`src/rtl/mc_control_fsm.sv`:
```
// mc_control_fsm
//   Multi-cycle control sequencer for the 64-bit RISC-V datapath. It walks
//   each instruction through fetch, decode, execute, memory and writeback.
//   In each state it drives the datapath mux selects, the register and
//   memory enables, and the 4-bit ALU operation code. It also owns the
//   request/ready handshake to the unified instruction/data memory.
//
//   Build option: ILLEGAL_TRAP_EN
//     defined   - ILLEGAL is terminal; only rst leaves it.
//     undefined - ILLEGAL lasts one cycle, then the FSM returns to FETCH.
//
//   Ports
//     clk        rising-edge clock
//     rst        asynchronous active-high reset
//     opcode     IR[6:0], stable from DECODE until the next FETCH
//     funct3     IR[14:12]
//     funct7_5   IR[30]
//     zero       ALU zero flag
//     mem_ready  memory completes the current request this cycle
//     mem_req    memory request
//     mem_we     write request (meaningful only with mem_req)
//     i_or_d     address select: 0 = PC, 1 = ALU-out register
//     ir_write   load IR
//     pc_write   load PC
//     pc_src     PC source: 0 = ALU result, 1 = target register
//     tgt_write  load target register from the ALU result
//     reg_write  register-file write
//     wb_sel     writeback source: 00 = ALU-out, 01 = MDR, 10 = PC
//     alu_src_a  ALU A source: 0 = PC, 1 = A register
//     alu_src_b  ALU B source: 00 = B register, 01 = constant 4, 10 = imm
//     alu_ctrl   ALU operation code
//     illegal    unsupported instruction seen
module mc_control_fsm (
    input  logic       clk,
    input  logic       rst,
    input  logic [6:0] opcode,
    input  logic [2:0] funct3,
    input  logic       funct7_5,
    input  logic       zero,
    input  logic       mem_ready,
    output logic       mem_req,
    output logic       mem_we,
    output logic       i_or_d,
    output logic       ir_write,
    output logic       pc_write,
    output logic       pc_src,
    output logic       tgt_write,
    output logic       reg_write,
    output logic [1:0] wb_sel,
    output logic       alu_src_a,
    output logic [1:0] alu_src_b,
    output logic [3:0] alu_ctrl,
    output logic       illegal
);

    localparam logic [3:0] ALU_AND = 4'b0000;
    localparam logic [3:0] ALU_OR  = 4'b0001;
    localparam logic [3:0] ALU_ADD = 4'b0010;
    localparam logic [3:0] ALU_SLL = 4'b0011;
    localparam logic [3:0] ALU_SRL = 4'b0100;
    localparam logic [3:0] ALU_SUB = 4'b0110;
    localparam logic [3:0] ALU_SLT = 4'b0111;
    localparam logic [3:0] ALU_TGT = 4'b1000;

    localparam logic [6:0] OP_R      = 7'b0110011;
    localparam logic [6:0] OP_I      = 7'b0010011;
    localparam logic [6:0] OP_LOAD   = 7'b0000011;
    localparam logic [6:0] OP_STORE  = 7'b0100011;
    localparam logic [6:0] OP_BRANCH = 7'b1100011;
    localparam logic [6:0] OP_JAL    = 7'b1101111;

    typedef enum logic [3:0] {
        S_FETCH,
        S_DECODE,
        S_EXEC_R,
        S_EXEC_I,
        S_ALU_WB,
        S_MEM_ADDR,
        S_MEM_RD,
        S_LOAD_WB,
        S_MEM_WR,
        S_BRANCH,
        S_JAL,
        S_ILLEGAL
    } state_t;

    state_t state, next_state;

    // funct3 -> ALU code for R/I arithmetic; sub selects SUB on funct3 000
    function automatic logic [3:0] arith_op(input logic [2:0] f3, input logic sub);
        case (f3)
            3'b000:  arith_op = sub ? ALU_SUB : ALU_ADD;
            3'b001:  arith_op = ALU_SLL;
            3'b101:  arith_op = ALU_SRL;
            3'b010:  arith_op = ALU_SLT;
            3'b110:  arith_op = ALU_OR;
            3'b111:  arith_op = ALU_AND;
            default: arith_op = ALU_ADD;
        endcase
    endfunction

    function automatic logic arith_f3_ok(input logic [2:0] f3);
        arith_f3_ok = (f3 != 3'b011) && (f3 != 3'b100);
    endfunction

    always_ff @(posedge clk or posedge rst) begin
        if (rst) state <= S_FETCH;
        else     state <= next_state;
    end

    always_comb begin
        next_state = state;
        mem_req    = 1'b0;
        mem_we     = 1'b0;
        i_or_d     = 1'b0;
        ir_write   = 1'b0;
        pc_write   = 1'b0;
        pc_src     = 1'b0;
        tgt_write  = 1'b0;
        reg_write  = 1'b0;
        wb_sel     = 2'b00;
        alu_src_a  = 1'b0;
        alu_src_b  = 2'b00;
        alu_ctrl   = ALU_ADD;
        illegal    = 1'b0;

        // Outputs are gated by rst itself so a pending request or write
        // enable drops the moment reset rises, not at the next edge.
        if (!rst) begin
            case (state)
                S_FETCH: begin
                    mem_req   = 1'b1;
                    alu_src_b = 2'b01;
                    if (mem_ready) begin
                        ir_write   = 1'b1;
                        pc_write   = 1'b1;
                        next_state = S_DECODE;
                    end
                end
                S_DECODE: begin
                    alu_src_b = 2'b10;
                    alu_ctrl  = ALU_TGT;
                    tgt_write = 1'b1;
                    case (opcode)
                        OP_R:               next_state = S_EXEC_R;
                        OP_I:               next_state = S_EXEC_I;
                        OP_LOAD, OP_STORE:  next_state = S_MEM_ADDR;
                        OP_BRANCH:          next_state = S_BRANCH;
                        OP_JAL:             next_state = S_JAL;
                        default:            next_state = S_ILLEGAL;
                    endcase
                end
                S_EXEC_R: begin
                    alu_src_a  = 1'b1;
                    alu_ctrl   = arith_op(funct3, funct7_5);
                    next_state = arith_f3_ok(funct3) ? S_ALU_WB : S_ILLEGAL;
                end
                S_EXEC_I: begin
                    alu_src_a  = 1'b1;
                    alu_src_b  = 2'b10;
                    alu_ctrl   = arith_op(funct3, 1'b0);
                    next_state = arith_f3_ok(funct3) ? S_ALU_WB : S_ILLEGAL;
                end
                S_ALU_WB: begin
                    reg_write  = 1'b1;
                    next_state = S_FETCH;
                end
                S_MEM_ADDR: begin
                    alu_src_a  = 1'b1;
                    alu_src_b  = 2'b10;
                    next_state = (opcode == OP_LOAD) ? S_MEM_RD : S_MEM_WR;
                end
                S_MEM_RD: begin
                    mem_req = 1'b1;
                    i_or_d  = 1'b1;
                    if (mem_ready) next_state = S_LOAD_WB;
                end
                S_LOAD_WB: begin
                    reg_write  = 1'b1;
                    wb_sel     = 2'b01;
                    next_state = S_FETCH;
                end
                S_MEM_WR: begin
                    mem_req = 1'b1;
                    mem_we  = 1'b1;
                    i_or_d  = 1'b1;
                    if (mem_ready) next_state = S_FETCH;
                end
                S_BRANCH: begin
                    alu_src_a = 1'b1;
                    alu_ctrl  = ALU_SUB;
                    pc_src    = 1'b1;
                    // beq/bne only; any other compare never redirects the PC
                    if (funct3[2:1] == 2'b00) begin
                        pc_write   = zero ^ funct3[0];
                        next_state = S_FETCH;
                    end else begin
                        next_state = S_ILLEGAL;
                    end
                end
                S_JAL: begin
                    reg_write  = 1'b1;
                    wb_sel     = 2'b10;
                    pc_write   = 1'b1;
                    pc_src     = 1'b1;
                    next_state = S_FETCH;
                end
                S_ILLEGAL: begin
                    illegal = 1'b1;
`ifdef ILLEGAL_TRAP_EN
                    next_state = S_ILLEGAL;
`else
                    // PC already advanced in FETCH, so this acts as a NOP
                    next_state = S_FETCH;
`endif
                end
                default: next_state = S_FETCH;
            endcase
        end
    end

endmodule

```
`config.mk`:
```
export PLATFORM = sky130hd
export DESIGN_NAME = mc_control_fsm
export DESIGN_NICKNAME = d
export VERILOG_FILES = /design/src/rtl/mc_control_fsm.sv
export SDC_FILE = /design/constraint.sdc
export NUM_CORES = 1
export LEC_CHECK = 0
export BUFFER_PORTS_ARGS = -buffer_cell sky130_fd_sc_hd__buf_4
export CAP_MARGIN = 20
export CORE_MARGIN = 2
export CORE_UTILIZATION = 46
export DETAILED_ROUTE_END_ITERATION = 7
export PLACE_DENSITY = 0.78
export SYNTH_ARGS = -nofsm -noshare
export SYNTH_HDL_FRONTEND = slang
export SYNTH_SLANG_ARGS = --single-unit
```
`constraint.sdc`:
```
create_clock -name clk -period 1.9 [get_ports clk]
set_clock_uncertainty 0.1 [all_clocks]
set_input_delay 0.095 -clock clk [delete_from_list [all_inputs] [get_ports clk]]
set_output_delay 0.095 -clock clk [all_outputs]
set_load 0.01 [all_outputs]
```
# Word-level counts from Yosys, hierarchy flattened
# Index checks and enable logic that the tools add are counted.
[totals]
in_bits = 15
word_cells = 82
reg_bits = 4
out_inout_bits = 18
memories = 0
ram_bits = 0
latchBits = 0
romBits = 0
[op_classes]
n_shift = 0
n_reduce_logical = 13
n_eq_ne = 27
addsub = 0
bitwise_logic = 2
n_mul = 0
magnitude_cmp = 0
n_mux = 39
n_div = 0
[op_table]
columns = ["op", "n"]
rows = [
  ["$mux 4", 7],
  ["$pmux 4 s7", 1],
  ["$mux 1", 21],
  ["$pmux 4 s5", 1],
  ["$pmux 3 s6", 1],
  ["$eq 4x3->1 const B", 4],
  ["$eq 4x4->1 const B", 4],
  ["$pmux 4 s4", 1],
  ["$pmux 3 s5", 1],
  ["$eq 7x6->1 const B", 2],
  ["$eq 7x7->1 const B", 2],
  ["$eq 3x3->1 const B", 3],
  ["$reduce_or 3->1", 3],
  ["$eq 4x2->1 const B", 2],
  ["$pmux 2 s2", 2],
  ["$reduce_or 2->1", 4],
  ["$eq 7x2->1 const B", 1],
  ["$eq 7x5->1 const B", 1],
  ["$ne 2x2->1 const B", 3],
  ["$eq 4x1->1 const B", 1],
  ["$logic_not 4->1", 1],
  ["$mux 2", 2],
  ["$reduce_and 4->1", 1],
  ["$reduce_or 4->1", 1],
  ["other kinds (11)", 11],
]

# Depth between registers and ports, before layout
# Gate-level depths: netlist of run 1.
[depth]
word_depth = 4
mapped_depth = 6
mapped_depth_nobuf = 5

# Least setup slack after synthesis of run 1
# No wires, ideal clock.
[synth_path]
kind = "register -> output"
startpoint = "register state[3]"
endpoint = "output ir_write"
arrival_time_ps = 1430
stages_incl_launch_ff = 5
path_buffers = 2
required_time_ps = 1705
path_slack_ps = 275
cell_sequence = "dfrtp_1 -> buf_6 -> clkbuf_1 -> nor4_1 -> and2_1"
[synth_via]
elab_chain_len = 3
[synth_lines]
columns = ["element", "line", "text"]
rows = [
  ["from (decl)", "87", "state_t state, next_state;"],
  ["from (signal assigned)", "108", "else state <= next_state;"],
  ["$logic_not 4->1", "130", "case (state)"],
  ["$mux 1", "130", ""],
  ["$mux 1", "129", "if (!rst) begin"],
  ["to (decl)", "44", "output logic ir_write,"],
]
# Every way passes these cells.

# Worst setup path in the final report of run 1
[layout_path]
startpoint = "register state[2]"
endpoint = "output alu_src_a"
[layout_via]
elab_chain_len = 4
[layout_lines]
columns = ["element", "line", "text"]
rows = [
  ["$eq 4x4->1, or another cell as far along", "130", ""],
  ["$reduce_or 4->1 (no line) *", "-", ""],
  ["$mux 1 *", "130", ""],
  ["$mux 1 *", "129", ""],
  ["to (decl)", "50", "output logic alu_src_a,"],
]
# Mark *: on every way between the ends. The rest lies on a longest branch, timed or not.

==> impl_metrics.ini, run 1 <==
[drt]
drt.antenna.violating_nets = 0
vias_per_cell = 5.818
routed_wirelength_um = 2074
routed-via-count = 896
drt_pre_antenna_iters = 4
wire_per_inst_um = 13.47
drt-initial-drc-count = 34
drt_drc_violations_left = 0

[setup_path]
endpoint = alu_src_a
wp_data_required_ns = 1.70
critical_path.max_fanout = 10
regToRegEndpoint = state[1]
critical_path.max_stage_delay_ns = 0.47
crit_cells = 5
worst_ep_arrival_time_ns = 1.62
crit-reg2reg-launch = state[1]
timing.reg2reg.worst_path_depth = 4
timing.reg2reg.setup_slack_ns = 0.23
cp-start-kind = flip-flop
crit_path_cell_trace = buf_4 -> xnor2_1 -> or3_1 -> a21oi_1 -> buf_4
criticalPathCategory = reg2out
timing.critical_path.from = state[2]
setup.worst_path.end_class = output port
critPathMostFrequentCell = sky130_fd_sc_hd__buf_4
crit_path_top_delay_cell = sky130_fd_sc_hd__dfrtp_2
critical_path.n_buffers_inverters = 2
critPathTopFamily = flip-flops

[global_route]
antenna_found_initial = 0
grt_usage = 0.2154
grt_first_pass_wirelength_um = 3215
gr-total-overflow = 0
number_of_global_route_vias_before_repair = 702
maximum_number_of_pins_on_one_net_before_global_route_repair = 18

[job]
maxCapViolations = 0

[die]
dieHeight_um = 44.33
core-area_um2 = 1524
pin_count = 33
floorplan.initialDensity = 0.4910
row_count = 14
die_width_um = 44.33
floorplan.die_area_um2 = 1965

[clock_network]
clock_path_buffers = 2
tritoncts_num_sinks = 4
post-cts-setup-buffers = 0
clk_pin_slew_ns = 0.04
tritoncts.num_buffers = 3
clk_latency_ns = 0.24
clock_tree_from_tritoncts = built
master_cell_of_the_clock_root_buffer = sky130_fd_sc_hd__clkbuf_4
cts-htree-levels = 1

[final_layout]
largestRegisters = state x4
regMostFlops = state
area_used_by_multi_input_combinational_logic_um2 = 571.8
layout.filler_cells = 134
final_core_util = 0.6642
layout-drive-gt1-share = 0.4058
n_antenna_cell = 0
layout.nets = 155
layout_overhead_on_the_synthesized_area_pct = 35.28
regArea_um2 = 102.6
largest_reg_flops = 4

[timing]
rsz0062_at_grt = false
min_period_ns = 1.810
final.setup.worst_slack_ns = 0.08969
drv_slew = 0
finalCritPeriodShare = 0.9528
slew_at_the_pin_closest_to_its_max_slew_limit_ns = 0.3230
hold_violations = 0
tns_ns = 0
setup_viol_count_final = 0
slew_hr = 0.7830
max_freq_mhz = 552.4

[synth]
netlist_top_cells_count = sky130_fd_sc_hd__nor2_1, sky130_fd_sc_hd__nand2_1, sky130_fd_sc_hd__a21oi_1, sky130_fd_sc_hd__nor3_1
number_of_register_bits_inferred_by_synthesis = 4
postSynthNetCount = 122
synth_area_leader_cell = sky130_fd_sc_hd__dfrtp_1
synth_cells = 107
yosysWarningCount = 0
syn-mean-instance-area_um2 = 6.993
synth-edff-count = 0
ffs_w_async_s_r_synth = 1.000
yosys.cell_count.top_type = sky130_fd_sc_hd__nor2_1
yosysUniqueCellTypes = 44
yosys_most_used_dff = sky130_fd_sc_hd__dfrtp_1
netlist_area_um2 = 748.2
synth_top_area_frac = 0.1338
yosys-top-cells-area = sky130_fd_sc_hd__dfrtp_1, sky130_fd_sc_hd__nor2_1, sky130_fd_sc_hd__nand2_1
synth-seq-area-share = 0.1338

[pwr]
power.share.switching = 0.4919
p_leak_nw = 0.4444
power.net_switching_mw = 0.6027
share_comb_of_total_power = 0.747
p_per_area_nw_per_um2 = 1210
power_share_of_the_sequential_group = 0.162
clock_power_share = 0.090
cellInternalPower_mw = 0.6226
power.ir.vdd_worst_mv = 0.4765

[min_path]
timing.hold.worst.class = in2reg

[place]
place_worst_setup_slack_ns = 0.1853
globalplace.congestion = 0.8776
total_of_buffers_placed_on_input_and_output_ports = 32
dp_hpwl_um = 1631

[outcome]
status = finished, final reports clean
power groups by stage:
stage / Combinational [mW] / Clock (mW) / Sequential [mW]
6_report: 0.915 / 0.111 / 0.199
4_1_cts: 0.899 / 0.110 / 0.190
3_5_place_dp: 0.887 / 0 / 0.187
5_1_grt: 0.991 / 0.114 / 0.204
3_3_place_gp: 0.876 / 0 / 0.187
2_1_floorplan: 0.708 / 0 / 0.149
what timing repair did:
action	CTS	global route
pin swaps	1	0
setup endpoints to repair	1	8
gates resized for setup	1	4
hold endpoints to repair	4	0
hold buffers	1	0
cloned	0	0
worst min path at each step:
| stage | startpoint | to | cells after the start |
|---|---|---|---|
| after floorplan | rst | state[0] | 2 |
| after global placement | rst | state[1] | 2 |
| after detailed placement | rst | state[1] | 2 |
| after CTS | mem_ready | state[3] | 5 |
| after global routing | mem_ready | state[2] | 5 |
| final | mem_ready | state[2] | 5 |
placed cells by master (no fill, tap or decap), types with 2 or more instances in the layout:
cell type                  count
sky130_fd_sc_hd__nor3_1        8
sky130_fd_sc_hd__o21ai_0       3
sky130_fd_sc_hd__buf_4        36
sky130_fd_sc_hd__dfrtp_2       2
sky130_fd_sc_hd__inv_1         3
sky130_fd_sc_hd__o31a_1        2
sky130_fd_sc_hd__xnor2_1       2
sky130_fd_sc_hd__nand2_1      14
sky130_fd_sc_hd__o21ai_1       2
sky130_fd_sc_hd__a21oi_1       8
sky130_fd_sc_hd__clkbuf_4      3
sky130_fd_sc_hd__dfrtp_1       2
sky130_fd_sc_hd__o21ai_2       2
sky130_fd_sc_hd__nand3b_1      2
sky130_fd_sc_hd__and3_1        2
sky130_fd_sc_hd__nor2_1       15
sky130_fd_sc_hd__nand3_1       3
layer usage:
layer  global-route usage  wire (um)  share of wire
met2               0.3618       1000           0.48
met1               0.3008        934           0.45
met3              0.01224        139          0.067
met5                    0          0              0
met4              0.05455          0              0
tightest hold or removal path: stages:
cell and delay, ns:
sky130_fd_sc_hd__buf_4 0.09, sky130_fd_sc_hd__nor2_1 0.03, sky130_fd_sc_hd__a21o_2 0.20, sky130_fd_sc_hd__nand2_1 0.08, sky130_fd_sc_hd__o21ai_2 0.05
cell type report:
class / instances / share of cell area
sequential: 4 / 0.1014
tap: 16 / 0.01978
timing repair buffer: 37 / 0.2769
inverter: 4 / 0.01483
multi-input combinational: 90 / 0.5649
clock buffer: 3 / 0.02225
kinds of logic after synthesis:
logic type             Yosys count  synth area share
AND/OR/NAND/NOR                 56            0.3946
buffers and inverters           13            0.1170
flip-flops                       4            0.1338
XOR/XNOR                         2           0.02342
AO/OA/AOI/OAI                   30            0.3027
multiplexers                     2           0.02843
metrics by stage:
step	hold slack, ns	cells	power, mW	area, um2
3_3_place_gp	-0.01931	150	1.064	965.9
6_report	0.2498	154	1.225	1012
4_1_cts	0.2500	154	1.199	1003
3_5_place_dp	-0.01502	150	1.074	965.9
5_1_grt	0.2713	154	1.309	1012
2_1_floorplan	-0.008343	107	0.8574	748.2
Power figures use the tool's default switching activity.
==> run 2, diff against run 1 <==
--- a/config.mk
+++ b/config.mk
@@ -7,10 +7,14 @@
 export LEC_CHECK = 0
 export BUFFER_PORTS_ARGS = -buffer_cell sky130_fd_sc_hd__buf_4
 export CAP_MARGIN = 20
+export CELL_PAD_IN_SITES_DETAIL_PLACEMENT = 0
+export CELL_PAD_IN_SITES_GLOBAL_PLACEMENT = 1
+export CORE_ASPECT_RATIO = 0.6
 export CORE_MARGIN = 2
-export CORE_UTILIZATION = 46
+export CORE_UTILIZATION = 33
+export CTS_BUF_LIST = sky130_fd_sc_hd__clkbuf_2 sky130_fd_sc_hd__clkbuf_4 sky130_fd_sc_hd__clkbuf_8
 export DETAILED_ROUTE_END_ITERATION = 7
-export PLACE_DENSITY = 0.78
+export PLACE_DENSITY = 0.82
 export SYNTH_ARGS = -nofsm -noshare
 export SYNTH_HDL_FRONTEND = slang
 export SYNTH_SLANG_ARGS = --single-unit
==> run 2 against run 1 <==
Compared with the run above: wire length rose by 14%; cell area up 4.4%; combinational power rose by 4.8%; sequential power decreased by 9%; hold slack better by 0.025 ns; register-to-register slack is essentially flat; clock-buffer cell count is the same; core utilization fell by 17 points; global-route usage decreased by 2.0 points; sequential share of layout area shrank 0.67 points; clock power grew 67%; critical path depth did not move; critical endpoint is now pc_write; highest routed layer is now met4.
==> impl_metrics.ini, run 2 (synthesis gave the netlist of run 1 again) <==
[setup_path]
crit_path_top_delay_cell = sky130_fd_sc_hd__dfrtp_1
criticalPathCategory = reg2out
critPathTopFamily = compound AO/OA/AOI/OAI gates
critical_path.n_buffers_inverters = 1
regToRegEndpoint = state[1]
worst_ep_arrival_time_ns = 1.59
wp_data_required_ns = 1.70
critical_path.max_fanout = 4
setup.worst_path.end_class = output port
timing.reg2reg.setup_slack_ns = 0.22
crit_path_cell_trace = nand2_1 -> nor4_1 -> a311oi_1 -> a2111oi_2 -> buf_4
critical_path.max_stage_delay_ns = 0.34
crit-reg2reg-launch = state[2]
cp-start-kind = flip-flop
timing.reg2reg.worst_path_depth = 4

[clock_network]
cts-htree-levels = 1
tritoncts_num_sinks = 4
post-cts-setup-buffers = 0
master_cell_of_the_clock_root_buffer = sky130_fd_sc_hd__clkbuf_8
clk_pin_slew_ns = 0.03
clock_tree_from_tritoncts = built
clk_latency_ns = 0.22
tritoncts.num_buffers = 3
clock_path_buffers = 2

[die]
row_count = 13
pin_count = 33
die_width_um = 65.47
floorplan.initialDensity = 0.3485
core-area_um2 = 2147
dieHeight_um = 40.89
floorplan.die_area_um2 = 2677

[pwr]
power.ir.vdd_worst_mv = 0.4315
p_per_area_nw_per_um2 = 1254
p_leak_nw = 0.4569

[timing]
setup_viol_count_final = 0
slew_hr = 0.7415
min_period_ns = 1.780
tns_ns = 0
finalCritPeriodShare = 0.9370
hold_violations = 0
rsz0062_at_grt = false
hold_slack_ns = 0.2746
slew_at_the_pin_closest_to_its_max_slew_limit_ns = 0.3878
max_freq_mhz = 561.7
drv_slew = 0

[global_route]
maximum_number_of_pins_on_one_net_before_global_route_repair = 18
gr-total-overflow = 0
grt_usage = 0.1952
number_of_global_route_vias_before_repair = 792
antenna_found_initial = 0
grt_first_pass_wirelength_um = 3788

[min_path]
hold_path_startpoint = opcode[5]
timing.hold.worst.class = in2reg
min_delay_path_depth = 5
hold-path-endpoint = state[0]

[final_layout]
mostFrequentLayoutCells = sky130_fd_sc_hd__buf_4, sky130_fd_sc_hd__nor2_1, sky130_fd_sc_hd__nand2_1
largest_reg_flops = 4
layout.cells.most_common = sky130_fd_sc_hd__buf_4
layout-drive-gt1-share = 0.3957
n_antenna_cell = 0
layout_overhead_on_the_synthesized_area_pct = 41.30
layout.filler_cells = 224
largestRegisters = state x4
layout.nets = 156
regMostFlops = state

[place]
total_of_buffers_placed_on_input_and_output_ports = 32
dp_hpwl_um = 1802
globalplace.congestion = 0.8831

[drt]
routed_wirelength_um = 2371
drt.antenna.violating_nets = 0
vias_per_cell = 5.467
drt-initial-drc-count = 71
drt_drc_violations_left = 0
routed-via-count = 924
drt_pre_antenna_iters = 4
wire_per_inst_um = 14.03

[outcome]
status = finished, final reports clean

[job]
maxCapViolations = 0
==> run 2: tightest hold or removal path, delay by kind of cell <==
kind	cells	cell delay, ns
compound gates	2	0.19
simple gates	2	0.16
buf+inv	1	0.11
==> run 2: metal layers <==
metal,vias to the layer above,part of all wire,GRT usage
met2,41,0.42,0.2934
met1,426,0.49,0.2751
met3,5,0.086,0.05769
li1,452,-,-
met4,0,0.0076,0.04688
met5,-,0,0
==> run 2: stage by stage <==
| step | util | std cells | total power, mW | setup WS [ns] | cell area (um2) |
|---|---|---|---|---|---|
| final | 0.4924 | 169 | 1.326 | 0.1198 | 1057 |
| after global routing | 0.4924 | 169 | 1.438 | 0.01586 | 1057 |
| after CTS | 0.4854 | 169 | 1.297 | 0.05233 | 1042 |
| after floorplan | - | 107 | 0.8574 | 0.2747 | 748.2 |
| after detailed placement | 0.4615 | 165 | 1.101 | 0.2429 | 991.0 |
| after global placement | 0.4615 | 165 | 1.099 | 0.2702 | 991.0 |
==> run 2: final cells by class <==
| class | instances | area, um2 | area share |
|---|---|---|---|
| inverter | 4 | 18.77 | 0.01775 |
| timing repair buffer | 38 | 287.8 | 0.2722 |
| clock buffer | 3 | 41.29 | 0.03905 |
| multi-input combinational | 90 | 571.8 | 0.5408 |
| sequential | 4 | 100.1 | 0.09467 |
| tap | 30 | 37.54 | 0.03550 |
==> run 2: worst max path at each step <==
stage                        start  endpoint  cells past startpoint
final                     state[3]  pc_write                      5
after global routing      state[3]  pc_write                      5
after CTS                 state[0]  pc_write                      5
after detailed placement  state[2]  state[1]                      4
after global placement    state[2]  state[1]                      4
after floorplan           state[3]  ir_write                      4
==> run 2: timing repair <==
item,in CTS,in global routing
hold buffers,1,0
endpoints found under the hold margin,4,0
resized for setup,0,3
endpoints found under the setup margin,0,3
==> run 2: power breakdown <==
group          switching, mW  leakage, nW  internal (mW)
Combinational          0.521        0.383          0.439
Sequential            0.0614       0.0526          0.120
Clock                 0.0494       0.0216          0.136
==> run 3, diff against run 2 <==
--- a/config.mk
+++ b/config.mk
@@ -9,11 +9,11 @@
 export CAP_MARGIN = 20
 export CELL_PAD_IN_SITES_DETAIL_PLACEMENT = 0
 export CELL_PAD_IN_SITES_GLOBAL_PLACEMENT = 1
-export CORE_ASPECT_RATIO = 0.6
 export CORE_MARGIN = 2
 export CORE_UTILIZATION = 33
 export CTS_BUF_LIST = sky130_fd_sc_hd__clkbuf_2 sky130_fd_sc_hd__clkbuf_4 sky130_fd_sc_hd__clkbuf_8
 export DETAILED_ROUTE_END_ITERATION = 7
+export HOLD_SLACK_MARGIN = 0.06
 export PLACE_DENSITY = 0.82
 export SYNTH_ARGS = -nofsm -noshare
 export SYNTH_HDL_FRONTEND = slang
==> run 3 against run 2 <==
Compared with the run above: setup slack got worse by 0.043 ns; register-to-register slack barely moved; combinational power rose by 5%; maximum frequency fell by 2.4%; sequential cell count did not move; sequential share of layout area fell by 0.27 points; via count fell by 1.3%; first-iteration DRC count fell by 68%; hold slack got worse by 0.026 ns; wire length fell by 6.9%; global-route usage fell by 2.2 points; largest cell class unchanged; highest routed layer unchanged.
==> impl_metrics.ini, run 3 (synthesis gave the netlist of run 1 again) <==
[die]
row_count = 17
core-area_um2 = 2170
floorplan.die_area_um2 = 2664
pin_count = 33
die_width_um = 51.62
floorplan.initialDensity = 0.3449
dieHeight_um = 51.62

[setup_path]
cp-start-kind = flip-flop
crit_cells = 4
timing.reg2reg.worst_path_depth = 4
critPathTopFamily = simple AND/OR/NAND/NOR gates
critical_path.max_stage_delay_ns = 0.50
wp_data_required_ns = 1.70
criticalPathCategory = reg2out
critical_path.n_buffers_inverters = 1
worst_ep_arrival_time_ns = 1.63
crit_path_top_delay_cell = sky130_fd_sc_hd__dfrtp_1
critical_path.max_fanout = 13
crit_path_cell_trace = or2_4 -> nor4_1 -> and2_1 -> buf_4
setup.worst_path.end_class = output port

[clock_network]
master_cell_of_the_clock_root_buffer = sky130_fd_sc_hd__clkbuf_4
cts-htree-levels = 1
clk_latency_ns = 0.25
tritoncts_num_sinks = 4
clock_tree_from_tritoncts = built
clock_path_buffers = 2
tritoncts.num_buffers = 3
clk_pin_slew_ns = 0.04

[min_path]
min_delay_path_depth = 5
timing.hold.worst.class = in2reg

[drt]
drt_drc_violations_left = 0
drt-initial-drc-count = 23
vias_per_cell = 5.333
drt.antenna.violating_nets = 0
drt_pre_antenna_iters = 5
routed-via-count = 912
routed_wirelength_um = 2207
wire_per_inst_um = 12.91

[timing]
setup_viol_count_final = 0
min_period_ns = 1.823
hold_violations = 0
slew_hr = 0.7315
max_freq_mhz = 548.4
rsz0062_at_grt = false
drv_slew = 0
tns_ns = 0
slew_at_the_pin_closest_to_its_max_slew_limit_ns = 0.4001
finalCritPeriodShare = 0.9597

[place]
postPlaceCellArea_um2 = 988.4
globalplace.congestion = 0.8407
dp_hpwl_um = 1703
total_of_buffers_placed_on_input_and_output_ports = 32

[final_layout]
regMostFlops = state
n_antenna_cell = 0
largestRegisters = state x4
mostFrequentLayoutCells = sky130_fd_sc_hd__buf_4, sky130_fd_sc_hd__nor2_1, sky130_fd_sc_hd__nand2_1
layout_overhead_on_the_synthesized_area_pct = 45.48
final_cell_area_um2 = 1089
layout.nets = 160
layout-drive-gt1-share = 0.4266
largest_reg_flops = 4
layout.cells.most_common = sky130_fd_sc_hd__buf_4

[pwr]
cellInternalPower_mw = 0.6868
clock_power_share = 0.083
power.net_switching_mw = 0.6247
p_leak_nw = 0.4700
share_comb_of_total_power = 0.770
power.share.switching = 0.4763
power.ir.vdd_worst_mv = 0.4322
power_share_of_the_sequential_group = 0.147
p_per_area_nw_per_um2 = 1205

[job]
maxCapViolations = 0

[global_route]
gr-total-overflow = 0
grt_usage = 0.1735
number_of_global_route_vias_before_repair = 804
grt_first_pass_wirelength_um = 3519
maximum_number_of_pins_on_one_net_before_global_route_repair = 18
antenna_found_initial = 0

[outcome]
status = finished, final reports clean
==> run 3: through the flow <==
step | utilization | hold WS [ns] | instances | worst slack (ns) | total power [mW]
4_1_cts | 0.4775 | 0.2597 | 169 | 0.03993 | 1.226
6_report | 0.5017 | 0.2481 | 171 | 0.07652 | 1.312
2_1_floorplan | - | -0.008343 | 107 | 0.2747 | 0.8574
3_5_place_dp | 0.4556 | -0.007157 | 163 | 0.1992 | 1.090
5_1_grt | 0.5017 | 0.2708 | 171 | 0.01160 | 1.407
3_3_place_gp | 0.4556 | -0.005070 | 163 | 0.2624 | 1.081
==> run 3: final cells by class <==
class,count,area (um2)
inverters,4,18.77
clock buffers,3,22.52
fillers,224,1081
flip-flops and latches,4,100.1
well taps,28,35.03
repair buffers,42,321.6
multi-input cells,90,590.6
==> run 3: final timing paths <==
check	slack, ns	start	to
hold / removal	0.25	opcode[5]	state[2]
setup / recovery	0.08	state[1]	ir_write
max in group asynchronous	1.22	rst	state[3]
hold reg to reg	0.62	state[1]	state[1]
min in group asynchronous	0.29	rst	state[0]
setup reg to reg	0.21	state[1]	state[1]
==> run 3: power groups by stage <==
stage / Clock, mW / Combinational, mW / Sequential (mW)
3_3_place_gp: 0 / 0.890 / 0.190
6_report: 0.109 / 1.01 / 0.192
5_1_grt: 0.112 / 1.09 / 0.203
4_1_cts: 0.105 / 0.939 / 0.182
2_1_floorplan: 0 / 0.708 / 0.149
3_5_place_dp: 0 / 0.899 / 0.191
==> run 3: tightest hold or removal path, stage by stage <==
cell,delay (ns)
sky130_fd_sc_hd__buf_4,0.10
sky130_fd_sc_hd__o41ai_2,0.07
sky130_fd_sc_hd__nand3_1,0.09
sky130_fd_sc_hd__o31a_2,0.15
sky130_fd_sc_hd__o21ai_2,0.05
==> run 3: timing repair <==
item | in CTS | in global routing
hold buffers | 1 | 0
setup endpoints to repair | 1 | 2
setup buffers | 2 | 2
hold endpoints to repair | 4 | 0
gates resized for setup | 0 | 7
pin swaps | 0 | 3
==> run 3: layer usage <==
metal	GRT usage	vias up	part of all wire	wire [um]
met4	0.07018	0	0.014	30
met3	0.02874	4	0.065	144
li1	-	460	-	-
met1	0.2042	412	0.41	913
met5	0	-	0	0
met2	0.3098	36	0.51	1118
